$ cat config.mk
export PLATFORM = sky130hd
export DESIGN_NAME = qdec_mv_recon_flat
export DESIGN_NICKNAME = d
export VERILOG_FILES = /design/src/rtl/qdec_mv_recon_if.sv /design/src/rtl/qdec_mv_recon.sv /design/src/flat_wrapper.sv
export SDC_FILE = /design/constraint.sdc
export NUM_CORES = 1
export LEC_CHECK = 0
export CAP_MARGIN = 20
export CORE_UTILIZATION = 52
export DETAILED_ROUTE_END_ITERATION = 7
export GPL_TIMING_DRIVEN = 0
export PLACE_DENSITY = 0.84
export SYNTH_ARGS = -nofsm -noshare
export SYNTH_HDL_FRONTEND = slang
export SYNTH_SLANG_ARGS = --single-unit
export TNS_END_PERCENT = 20
$ cat constraint.sdc
create_clock -name clk -period 3.95 [get_ports clk]
set_input_delay 0.79 -clock clk [delete_from_list [all_inputs] [get_ports clk]]
set_output_delay 0.79 -clock clk [all_outputs]
set_load 0.01 [all_outputs]
$ cat src/rtl/qdec_mv_recon_if.sv
// Handshake/bus bundle for qdec_mv_recon: MVD syntax-element input,
// AMVP predictor input, reconstructed-MV output and error pulses.
// slave = the reconstruction block, master = its environment.
interface qdec_mv_recon_if #(parameter int MV_W = 16);
   // MVD syntax elements from the CABAC MVD sub-FSM
   logic            mvd_in_vld;
   logic            mvd_in_rdy;
   logic [1:0]      mvd_gt0;
   logic [1:0]      mvd_gt1;
   logic [15:0]     mvd_minus2_x;
   logic [15:0]     mvd_minus2_y;
   logic [1:0]      mvd_sign;
   logic            mvd_list;
   // AMVP predictor
   logic            mvp_in_vld;
   logic            mvp_in_rdy;
   logic [MV_W-1:0] mvp_x;
   logic [MV_W-1:0] mvp_y;
   logic            mvp_list;
   // reconstructed MV towards MV storage / MC request
   logic            mv_vld;
   logic            mv_rdy;
   logic [MV_W-1:0] mv_x;
   logic [MV_W-1:0] mv_y;
   logic [MV_W-1:0] mvd_x;
   logic [MV_W-1:0] mvd_y;
   logic            mv_list;
   logic            err_list;
   logic            err_range;

   modport slave (
      input  mvd_in_vld, mvd_gt0, mvd_gt1, mvd_minus2_x, mvd_minus2_y, mvd_sign, mvd_list,
      output mvd_in_rdy,
      input  mvp_in_vld, mvp_x, mvp_y, mvp_list,
      output mvp_in_rdy,
      output mv_vld, mv_x, mv_y, mvd_x, mvd_y, mv_list, err_list, err_range,
      input  mv_rdy
   );

   modport master (
      output mvd_in_vld, mvd_gt0, mvd_gt1, mvd_minus2_x, mvd_minus2_y, mvd_sign, mvd_list,
      input  mvd_in_rdy,
      output mvp_in_vld, mvp_x, mvp_y, mvp_list,
      input  mvp_in_rdy,
      input  mv_vld, mv_x, mv_y, mvd_x, mvd_y, mv_list, err_list, err_range,
      output mv_rdy
   );
endinterface

$ cat src/rtl/qdec_mv_recon.sv
// qdec_mv_recon: rebuilds the signed MVD from its syntax elements, adds the
// AMVP predictor of the same list (wrap-around) and queues the MV in a small
// in-order FIFO. Pipeline: holding regs -> compute stage -> FIFO.
// Optional: define QDEC_MVD_RANGE_CHK_EN to flag signed MVDs outside
// [-2^15, 2^15-1] on err_range (else err_range is tied 0).
module qdec_mv_recon #(
   parameter int MV_W       = 16,
   parameter int FIFO_DEPTH = 4
) (
   input  logic            clk,
   input  logic            rst_n,
   input  logic            flush,
   qdec_mv_recon_if.slave  bus
);
   localparam int AW = $clog2(FIFO_DEPTH);
   localparam logic [AW:0] DEPTH_C = (AW+1)'(FIFO_DEPTH);

   typedef struct packed {
      logic [MV_W-1:0] mv_x;
      logic [MV_W-1:0] mv_y;
      logic [MV_W-1:0] mvd_x;
      logic [MV_W-1:0] mvd_y;
      logic            list;
   } mv_entry_t;

   // |MVD| from the greater0/greater1/minus2 triple, then sign applied; 18-bit signed
   function automatic logic [17:0] smvd_f(input logic gt0, input logic gt1,
                                          input logic sgn, input logic [15:0] m2);
      logic [16:0] a;
      a = gt0 ? (gt1 ? ({1'b0, m2} + 17'd2) : 17'd1) : 17'd0;
      return sgn ? -{1'b0, a} : {1'b0, a};
   endfunction

   // holding registers
   logic            mvd_held, mvp_held;
   logic [1:0]      h_gt0, h_gt1, h_sign;
   logic [15:0]     h_m2x, h_m2y;
   logic            h_dlist;
   logic [MV_W-1:0] h_px, h_py;
   logic            h_plist;

   // compute stage / FIFO state
   logic            stage_vld;
   mv_entry_t       stage;
   mv_entry_t       mem [FIFO_DEPTH];
   logic [AW-1:0]   wr_ptr, rd_ptr;
   logic [AW:0]     cnt, occ;
   logic            err_list_q;

   logic            join_fire, list_ok, push, pop, mv_vld_w;
   logic [17:0]     smvd_x, smvd_y;
   mv_entry_t       calc, head;

   // stage plus FIFO occupancy bounds joins, so a push can never overflow
   assign occ       = cnt + (AW+1)'(stage_vld);
   assign join_fire = mvd_held & mvp_held & (occ < DEPTH_C);
   assign list_ok   = (h_dlist == h_plist);
   assign push      = stage_vld;
   assign mv_vld_w  = (cnt != '0);
   assign pop       = mv_vld_w & bus.mv_rdy;

   assign bus.mvd_in_rdy = ~mvd_held | join_fire;
   assign bus.mvp_in_rdy = ~mvp_held | join_fire;

   // signed MVD and wrapped MV for the pair sitting in the holding regs
   always_comb begin
      smvd_x     = smvd_f(h_gt0[0], h_gt1[0], h_sign[0], h_m2x);
      smvd_y     = smvd_f(h_gt0[1], h_gt1[1], h_sign[1], h_m2y);
      calc       = '0;
      calc.mvd_x = MV_W'(smvd_x);
      calc.mvd_y = MV_W'(smvd_y);
      calc.mv_x  = h_px + calc.mvd_x;
      calc.mv_y  = h_py + calc.mvd_y;
      calc.list  = h_plist;
   end

   // MVD holding reg: refill may land on the join edge; flush wins over a handshake
   always_ff @(posedge clk) begin
      if (!rst_n || flush) begin
         mvd_held <= 1'b0;
      end else if (bus.mvd_in_vld && bus.mvd_in_rdy) begin
         mvd_held <= 1'b1;
         h_gt0    <= bus.mvd_gt0;
         h_gt1    <= bus.mvd_gt1;
         h_sign   <= bus.mvd_sign;
         h_m2x    <= bus.mvd_minus2_x;
         h_m2y    <= bus.mvd_minus2_y;
         h_dlist  <= bus.mvd_list;
      end else if (join_fire) begin
         mvd_held <= 1'b0;
      end
   end

   // MVP holding reg, same refill rule
   always_ff @(posedge clk) begin
      if (!rst_n || flush) begin
         mvp_held <= 1'b0;
      end else if (bus.mvp_in_vld && bus.mvp_in_rdy) begin
         mvp_held <= 1'b1;
         h_px     <= bus.mvp_x;
         h_py     <= bus.mvp_y;
         h_plist  <= bus.mvp_list;
      end else if (join_fire) begin
         mvp_held <= 1'b0;
      end
   end

   // compute stage: matched pairs load, mismatched pairs are dropped and flagged
   always_ff @(posedge clk) begin
      if (!rst_n || flush) begin
         stage_vld  <= 1'b0;
         err_list_q <= 1'b0;
      end else begin
         stage_vld  <= join_fire & list_ok;
         err_list_q <= join_fire & ~list_ok;
         if (join_fire) stage <= calc;
      end
   end

   // FIFO storage, no reset needed: reads are gated by cnt
   always_ff @(posedge clk) begin
      if (push) mem[wr_ptr] <= stage;
   end

   // FIFO pointers and occupancy
   always_ff @(posedge clk) begin
      if (!rst_n || flush) begin
         wr_ptr <= '0;
         rd_ptr <= '0;
         cnt    <= '0;
      end else begin
         if (push) wr_ptr <= wr_ptr + AW'(1);
         if (pop)  rd_ptr <= rd_ptr + AW'(1);
         case ({push, pop})
            2'b10:   cnt <= cnt + (AW+1)'(1);
            2'b01:   cnt <= cnt - (AW+1)'(1);
            default: ;
         endcase
      end
   end

   assign head         = mem[rd_ptr];
   assign bus.mv_vld   = mv_vld_w;
   assign bus.mv_x     = mv_vld_w ? head.mv_x  : '0;
   assign bus.mv_y     = mv_vld_w ? head.mv_y  : '0;
   assign bus.mvd_x    = mv_vld_w ? head.mvd_x : '0;
   assign bus.mvd_y    = mv_vld_w ? head.mvd_y : '0;
   assign bus.mv_list  = mv_vld_w ? head.list  : 1'b0;
   assign bus.err_list = err_list_q;

`ifdef QDEC_MVD_RANGE_CHK_EN
   logic stage_rng, err_range_q;

   // out of range when bits 17..15 of the 18-bit signed MVD disagree
   always_ff @(posedge clk) begin
      if (!rst_n || flush) begin
         stage_rng   <= 1'b0;
         err_range_q <= 1'b0;
      end else begin
         if (join_fire)
            stage_rng <= ((smvd_x[17:15] != 3'b000) && (smvd_x[17:15] != 3'b111)) ||
                         ((smvd_y[17:15] != 3'b000) && (smvd_y[17:15] != 3'b111));
         err_range_q <= stage_vld & stage_rng;
      end
   end
   assign bus.err_range = err_range_q;
`else
   assign bus.err_range = 1'b0;
`endif
endmodule

$ cat src/flat_wrapper.sv
// flat-port wrapper written by rule: the top's interface ports become plain ports
module qdec_mv_recon_flat 
#(
   parameter int MV_W       = 16,
   parameter int FIFO_DEPTH = 4
)
  (clk, rst_n, flush, bus_mvd_in_vld, bus_mvd_gt0, bus_mvd_gt1, bus_mvd_minus2_x, bus_mvd_minus2_y, bus_mvd_sign, bus_mvd_list, bus_mvd_in_rdy, bus_mvp_in_vld, bus_mvp_x, bus_mvp_y, bus_mvp_list, bus_mvp_in_rdy, bus_mv_vld, bus_mv_x, bus_mv_y, bus_mvd_x, bus_mvd_y, bus_mv_list, bus_err_list, bus_err_range, bus_mv_rdy);
  qdec_mv_recon_if #(.MV_W(MV_W)) bus_i ();
  input  logic clk;
  input  logic rst_n;
  input  logic flush;
  input wire logic [$bits(bus_i.mvd_in_vld)-1:0] bus_mvd_in_vld;
  input wire logic [$bits(bus_i.mvd_gt0)-1:0] bus_mvd_gt0;
  input wire logic [$bits(bus_i.mvd_gt1)-1:0] bus_mvd_gt1;
  input wire logic [$bits(bus_i.mvd_minus2_x)-1:0] bus_mvd_minus2_x;
  input wire logic [$bits(bus_i.mvd_minus2_y)-1:0] bus_mvd_minus2_y;
  input wire logic [$bits(bus_i.mvd_sign)-1:0] bus_mvd_sign;
  input wire logic [$bits(bus_i.mvd_list)-1:0] bus_mvd_list;
  output wire logic [$bits(bus_i.mvd_in_rdy)-1:0] bus_mvd_in_rdy;
  input wire logic [$bits(bus_i.mvp_in_vld)-1:0] bus_mvp_in_vld;
  input wire logic [$bits(bus_i.mvp_x)-1:0] bus_mvp_x;
  input wire logic [$bits(bus_i.mvp_y)-1:0] bus_mvp_y;
  input wire logic [$bits(bus_i.mvp_list)-1:0] bus_mvp_list;
  output wire logic [$bits(bus_i.mvp_in_rdy)-1:0] bus_mvp_in_rdy;
  output wire logic [$bits(bus_i.mv_vld)-1:0] bus_mv_vld;
  output wire logic [$bits(bus_i.mv_x)-1:0] bus_mv_x;
  output wire logic [$bits(bus_i.mv_y)-1:0] bus_mv_y;
  output wire logic [$bits(bus_i.mvd_x)-1:0] bus_mvd_x;
  output wire logic [$bits(bus_i.mvd_y)-1:0] bus_mvd_y;
  output wire logic [$bits(bus_i.mv_list)-1:0] bus_mv_list;
  output wire logic [$bits(bus_i.err_list)-1:0] bus_err_list;
  output wire logic [$bits(bus_i.err_range)-1:0] bus_err_range;
  input wire logic [$bits(bus_i.mv_rdy)-1:0] bus_mv_rdy;
  assign bus_i.mvd_in_vld = bus_mvd_in_vld;
  assign bus_i.mvd_gt0 = bus_mvd_gt0;
  assign bus_i.mvd_gt1 = bus_mvd_gt1;
  assign bus_i.mvd_minus2_x = bus_mvd_minus2_x;
  assign bus_i.mvd_minus2_y = bus_mvd_minus2_y;
  assign bus_i.mvd_sign = bus_mvd_sign;
  assign bus_i.mvd_list = bus_mvd_list;
  assign bus_mvd_in_rdy = bus_i.mvd_in_rdy;
  assign bus_i.mvp_in_vld = bus_mvp_in_vld;
  assign bus_i.mvp_x = bus_mvp_x;
  assign bus_i.mvp_y = bus_mvp_y;
  assign bus_i.mvp_list = bus_mvp_list;
  assign bus_mvp_in_rdy = bus_i.mvp_in_rdy;
  assign bus_mv_vld = bus_i.mv_vld;
  assign bus_mv_x = bus_i.mv_x;
  assign bus_mv_y = bus_i.mv_y;
  assign bus_mvd_x = bus_i.mvd_x;
  assign bus_mvd_y = bus_i.mvd_y;
  assign bus_mv_list = bus_i.mv_list;
  assign bus_err_list = bus_i.err_list;
  assign bus_err_range = bus_i.err_range;
  assign bus_i.mv_rdy = bus_mv_rdy;
  qdec_mv_recon #(.MV_W(MV_W), .FIFO_DEPTH(FIFO_DEPTH)) u_core (.clk(clk), .rst_n(rst_n), .flush(flush), .bus(bus_i));
endmodule
# Yosys cells after proc, flatten, opt, wreduce, memory -nomap -nowiden
# Memories as Yosys holds them, arrays and structs flattened. A register that Yosys moved wholly into a read port is not among the register bits.
# Cells that the tools add are included.
# word_totals
mem_count,1
latchBits,0
wordCells,78
out_inout_bits,70
mem_bits_rw,260
input_bits,78
rom_bits,0
reg_bits,148
# memory_table
name,depth,word_bits,rd,rd_ports_with_merged_regs,write_ports,line_no,rtl
u_core.mem,4,65,1,1,1,qdec_mv_recon.sv:45,mv_entry_t mem [FIFO_DEPTH];
# classes
shifts,0
n_eq_ne,3
div,0
reduce_logical,11
order_cmp,1
multipliers,0
n_bitwise,11
muxes,19
add_sub_neg,11
# ops
op,n
$mux 16,10
$add 16x16->16,2
$add 16x2->16 const B,2
$neg 16->16,2
$mux 1,6
$pmux 3 s2,1
$reduce_and 2->1,3
$reduce_bool 2->1,3
$and 1x1->1,5
$add 2x1->2 const B,2
$mux 2,2
$not 1->1,4
$add 3x1->3,1
$add 3x1->3 const B,1
$lt 3x3->1 const B,1
$reduce_bool 3->1,1
$sub 3x1->3 const B,1
$eq 2x1->1 const B,1
$eq 2x2->1 const B,1
$logic_and 1x1->1,2
$or 1x1->1,2
$eq 1x1->1,1
$logic_not 1->1,1
$logic_or 1x1->1,1

# Longest topological paths before layout
# depth
depth_word,6
mapped_depth,15
ltp_nobuf,15

# Worst setup path before layout
# OpenSTA, ideal clock, no wires.
# synth_path
path_kind,register -> register
start,register u_core.stage_vld (netlist: u_core.push)
end,register u_core.stage[0] in the netlist's numbering (enable)
path_stages_with_launch,6
required_ns,3.461
setup_time_ns,0.489
path_slack_ns,-0.257
arrival_ns,3.718
n_path_buf,1
path_cell_list,dfxtp_1 clkbuf_1 nand3_1 xor2_1 nand3_1 nor2_1
# synth_via
elab_chain_len,4
# synth_lines
element,line_no,rtl
from (decl),qdec_mv_recon.sv:43,logic stage_vld;
from (signal assigned),qdec_mv_recon.sv:114,stage_vld <= join_fire & list_ok;
$add 3x1->3,qdec_mv_recon.sv:55,assign occ = cnt + (AW+1)'(stage_vld);
$lt 3x3->1,qdec_mv_recon.sv:56,assign join_fire = mvd_held & mvp_held & (occ < DEPTH_C);
$and 1x1->1,qdec_mv_recon.sv:56,
$reduce_and 2->1 (no line),--,
to (signal assigned),qdec_mv_recon.sv:116,if (join_fire) stage <= calc;
to (decl),qdec_mv_recon.sv:44,mv_entry_t stage;
# Every way passes these cells.
# A chain may end at the register's enable or synchronous reset.

==> results.py <==
metrics = {
    "finish": {
        "syn_to_final_growth_pct": 20.5,
        "n_antenna_cell": 0,
        "nFillCells": 2234,
        "nets": 1377,
        "drive_above_1_share_pct": 14.8,
    },
    "place": {
        "dpl.hpwl_mm": 23.8,
        "gp_congestion": 0.849,
        "dpl_worst_slack_ns": -0.380,
        "port_buffers": 146,
    },
    "logic_synthesis": {
        "synth_nets": 1181,
        "yosys-top-cells-area": "edfxtp_1, mux4_2, ha_1, and2_1, xnor2_1",
        "synth_compound_area_share_pct": 4.85,
        "synth.ff_latch_count": 410,
        "syn_inst": 1061,
        "seq_area_frac_synth_pct": 69.4,
        "avgSynthCellArea_um2": 16.5,
        "synth.mux.area_fraction_pct": 8.70,
        "netlist_area_um2": 17600,
        "ys.flop_type": "edfxtp_1",
        "yosysTopAreaCellShare_pct": 67.9,
        "synth_enable_flop_cells": 397,
        "synth.yosys.warnings": 0,
        "synth_xor_area_share_pct": 4.05,
        "async_reset_ff_share_pct": 0,
        "synth_top_cell_by_area": "edfxtp_1",
        "synth-simple-area-share_pct": 8.47,
        "synth_fa_ha_area_share_pct": 3.12,
        "synth_top_family_by_area": "multiplexers",
        "yosys.cell_types.count": 77,
    },
    "die": {
        "die_area_um2": 34500,
        "die_h_um": 186,
        "coreArea_um2": 32900,
        "std_cell_rows": 66,
        "start_util_pct": 53.4,
        "ios": 148,
        "die_x_um": 186,
    },
    "timing": {
        "skew_ns": 0.0199,
        "layout_setup_ws_ns": 0.0889,
        "period_minus_slack_ns": 3.86,
        "slew_headroom_pct": 31.8,
        "rsz0062_at_grt": "yes",
        "setup-violations-final": 0,
        "fmax_mhz": 259,
        "setup_tns_ns": 0,
        "finalCritPeriodShare_pct": 97.7,
        "hold_violations": 0,
        "drv_slew": 0,
        "tightest_slew_ns": 1.02,
    },
    "setup_path": {
        "rr_startpoint": "u_core.h_m2y[1]",
        "crit_path_end_kind": "output pin",
        "critPathTopFamily": "buffers and inverters",
        "crit_path_cell_trace": "clkbuf_1 > mux4_2 > and2_1 > clkdlybuf4s50_1",
        "cp_slowest_cell": "dfxtp_1",
        "critPathKind": "register to output pin",
        "regToRegEndpoint": "u_core.stage[48]",
        "critPathMaxStageDelay_ns": 0.75,
        "worstPathArrival_ns": 3.07,
        "crit_fanout": 11,
        "crit_buf_inv": 2,
        "reg2reg_slack_ns": 0.14,
        "worstPathRequired_ns": 3.16,
        "reg2regPathDepth": 12,
        "cp-start-kind": "register",
    },
    "power_and_ir_drop": {
        "power_leakage_nw": 6.94,
        "pwr_density_cell_nw_per_um2": 419,
        "vdd_ir_drop_max_v": 0.000292,
        "total_power_mw": 8.86,
    },
    "drt": {
        "via_per_inst": 5.69,
        "drt_pass1_iterations": 6,
        "drt-wirelength-per-cell_um": 20.9,
        "first_iter_violations": 1141,
        "postRouteWirelength_mm": 36.1,
        "drc": 0,
        "vias": 9821,
        "antenna_left": 0,
    },
    "worst_hold_path": {
        "hold_path_class": "register to register",
        "hold_depth": 0,
        "min_to": "u_core.mem[0][3]",
        "worstHoldStart": "u_core.stage[3]",
    },
    "clock_tree": {
        "ctsHoldBuffers": 0,
        "clk_path_buf_depth": 3,
        "path_clk_slew_ns": 0.06,
        "cts_inserted_buffers": 40,
        "clock-root-buffer": "clkbuf_16",
        "cts_tree": "done",
        "cts.sinks": 410,
        "htree_levels": 2,
        "worst_skew_pair.late_latency_ns": 0.53,
    },
    "global_routing": {
        "grt_pass1_wl_mm": 55.5,
        "grt_pass1_vias": 9779,
        "antenna_found_initial": 0,
        "gr-total-overflow": 0,
        "grt_max_degree": 59,
        "track_usage_pct": 21.5,
    },
    "run": {
        "maxCapViolations": 0,
    },
    "status": {
        "status": "complete, no violations",
    },
}
-- per-layer routing --
layer / global-route usage, % / up-vias / share of wire, %
li1: - / 4506 / -
met1: 29.5 / 4852 / 42
met2: 35.9 / 401 / 49
met3: 3.17 / 62 / 6.5
met4: 6.20 / 0 / 2.3
met5: 0 / - / 0
-- registers in the layout, indices dropped and copies added (netlist names), named ones only --
signal,count
u_core.h_plist,1
u_core.h_gt1,2
u_core.h_gt0,2
u_core.wr_ptr,2
u_core.push,1
u_core.h_px,16
u_core.h_py,16
u_core.h_dlist,1
u_core.h_m2x,16
u_core.bus.err_list,1
u_core.cnt,3
u_core.mvd_held,1
u_core.h_m2y,16
u_core.stage,65
u_core.h_sign,2
u_core.rd_ptr,2
u_core.mvp_held,1
u_core.mem,260
-- per-stage QoR --
step | area (um^2) | utilization, % | std cells | hold WS [ns]
2_1_floorplan | 17600 | - | 1061 | 0.449
3_3_place_gp | 19600 | 59.6 | 1649 | 0.465
3_5_place_dp | 19700 | 60.1 | 1655 | 0.480
4_1_cts | 21000 | 64.0 | 1723 | 0.489
5_1_grt | 21200 | 64.4 | 1727 | 0.495
6_report | 21200 | 64.4 | 1727 | 0.496
-- synth_stat cells, drive strengths merged, types with 13 or more instances --
cell	number
nor3	17
xnor2	52
nor2	52
xor2	24
buf	16
ha	39
nand3	25
a21oi	35
mux4	65
clkbuf	21
nand2	49
inv	25
dfxtp	13
and2	77
o21ai	32
edfxtp	397
-- layout by cell type, fill, tap and decap left out, types with 25 or more instances in the layout --
| master | Yosys | layout |
|---|---|---|
| edfxtp_1 | 397 | 397 |
| clkdlybuf4s50_1 | 0 | 146 |
| and2_1 | 76 | 71 |
| mux4_2 | 65 | 65 |
| nor2_1 | 52 | 51 |
| xnor2_1 | 52 | 50 |
| nand2_1 | 48 | 48 |
| clkbuf_16 | 0 | 40 |
| ha_1 | 39 | 37 |
| a21oi_1 | 34 | 32 |
| inv_1 | 25 | 25 |
-- repair_timing --
| action | 4_1_cts | 5_1_grt |
|---|---|---|
| resized for setup | 14 | 26 |
| setup endpoints to repair | 52 | 21 |
| pin swaps | 1 | 1 |
| setup buffers | 0 | 4 |
-- cell type report --
type	instances	area, um^2	share of cell area (%)
sequential	410	12200	57.6
multi-input combinational	589	5250	24.8
timing repair buffer	156	1640	7.76
clock buffer	48	1030	4.87
tap	442	553	2.61
clock inverter	22	218	1.03
buffer	35	178	0.840
inverter	25	93.8	0.444
-- report_power, final --
| group | internal (mW) | switching (mW) | total [mW] |
|---|---|---|---|
| sequential | 4.76 | 0.0178 | 4.78 |
| clock | 2.12 | 1.53 | 3.65 |
| combinational | 0.199 | 0.227 | 0.426 |
| total | 7.09 | 1.77 | 8.86 |
-- worst max path at each step --
stage / depth (start not counted) / to
6_report: 4 / bus_mvd_y[0]
5_1_grt: 13 / u_core.stage[48]
4_1_cts: 5 / bus_mv_x[2]
3_5_place_dp: 15 / u_core.stage[47]
3_3_place_gp: 3 / u_core.stage[34]
2_1_floorplan: 14 / u_core.stage[47]
-- cell families after synthesis --
family	Yosys count
compound gates	126
xor+xnor	78
fa+ha+maj	42
buf+inv	62
flops	410
mux	71
other cells	1
simple gates	271
Power figures use the tool's default switching activity.
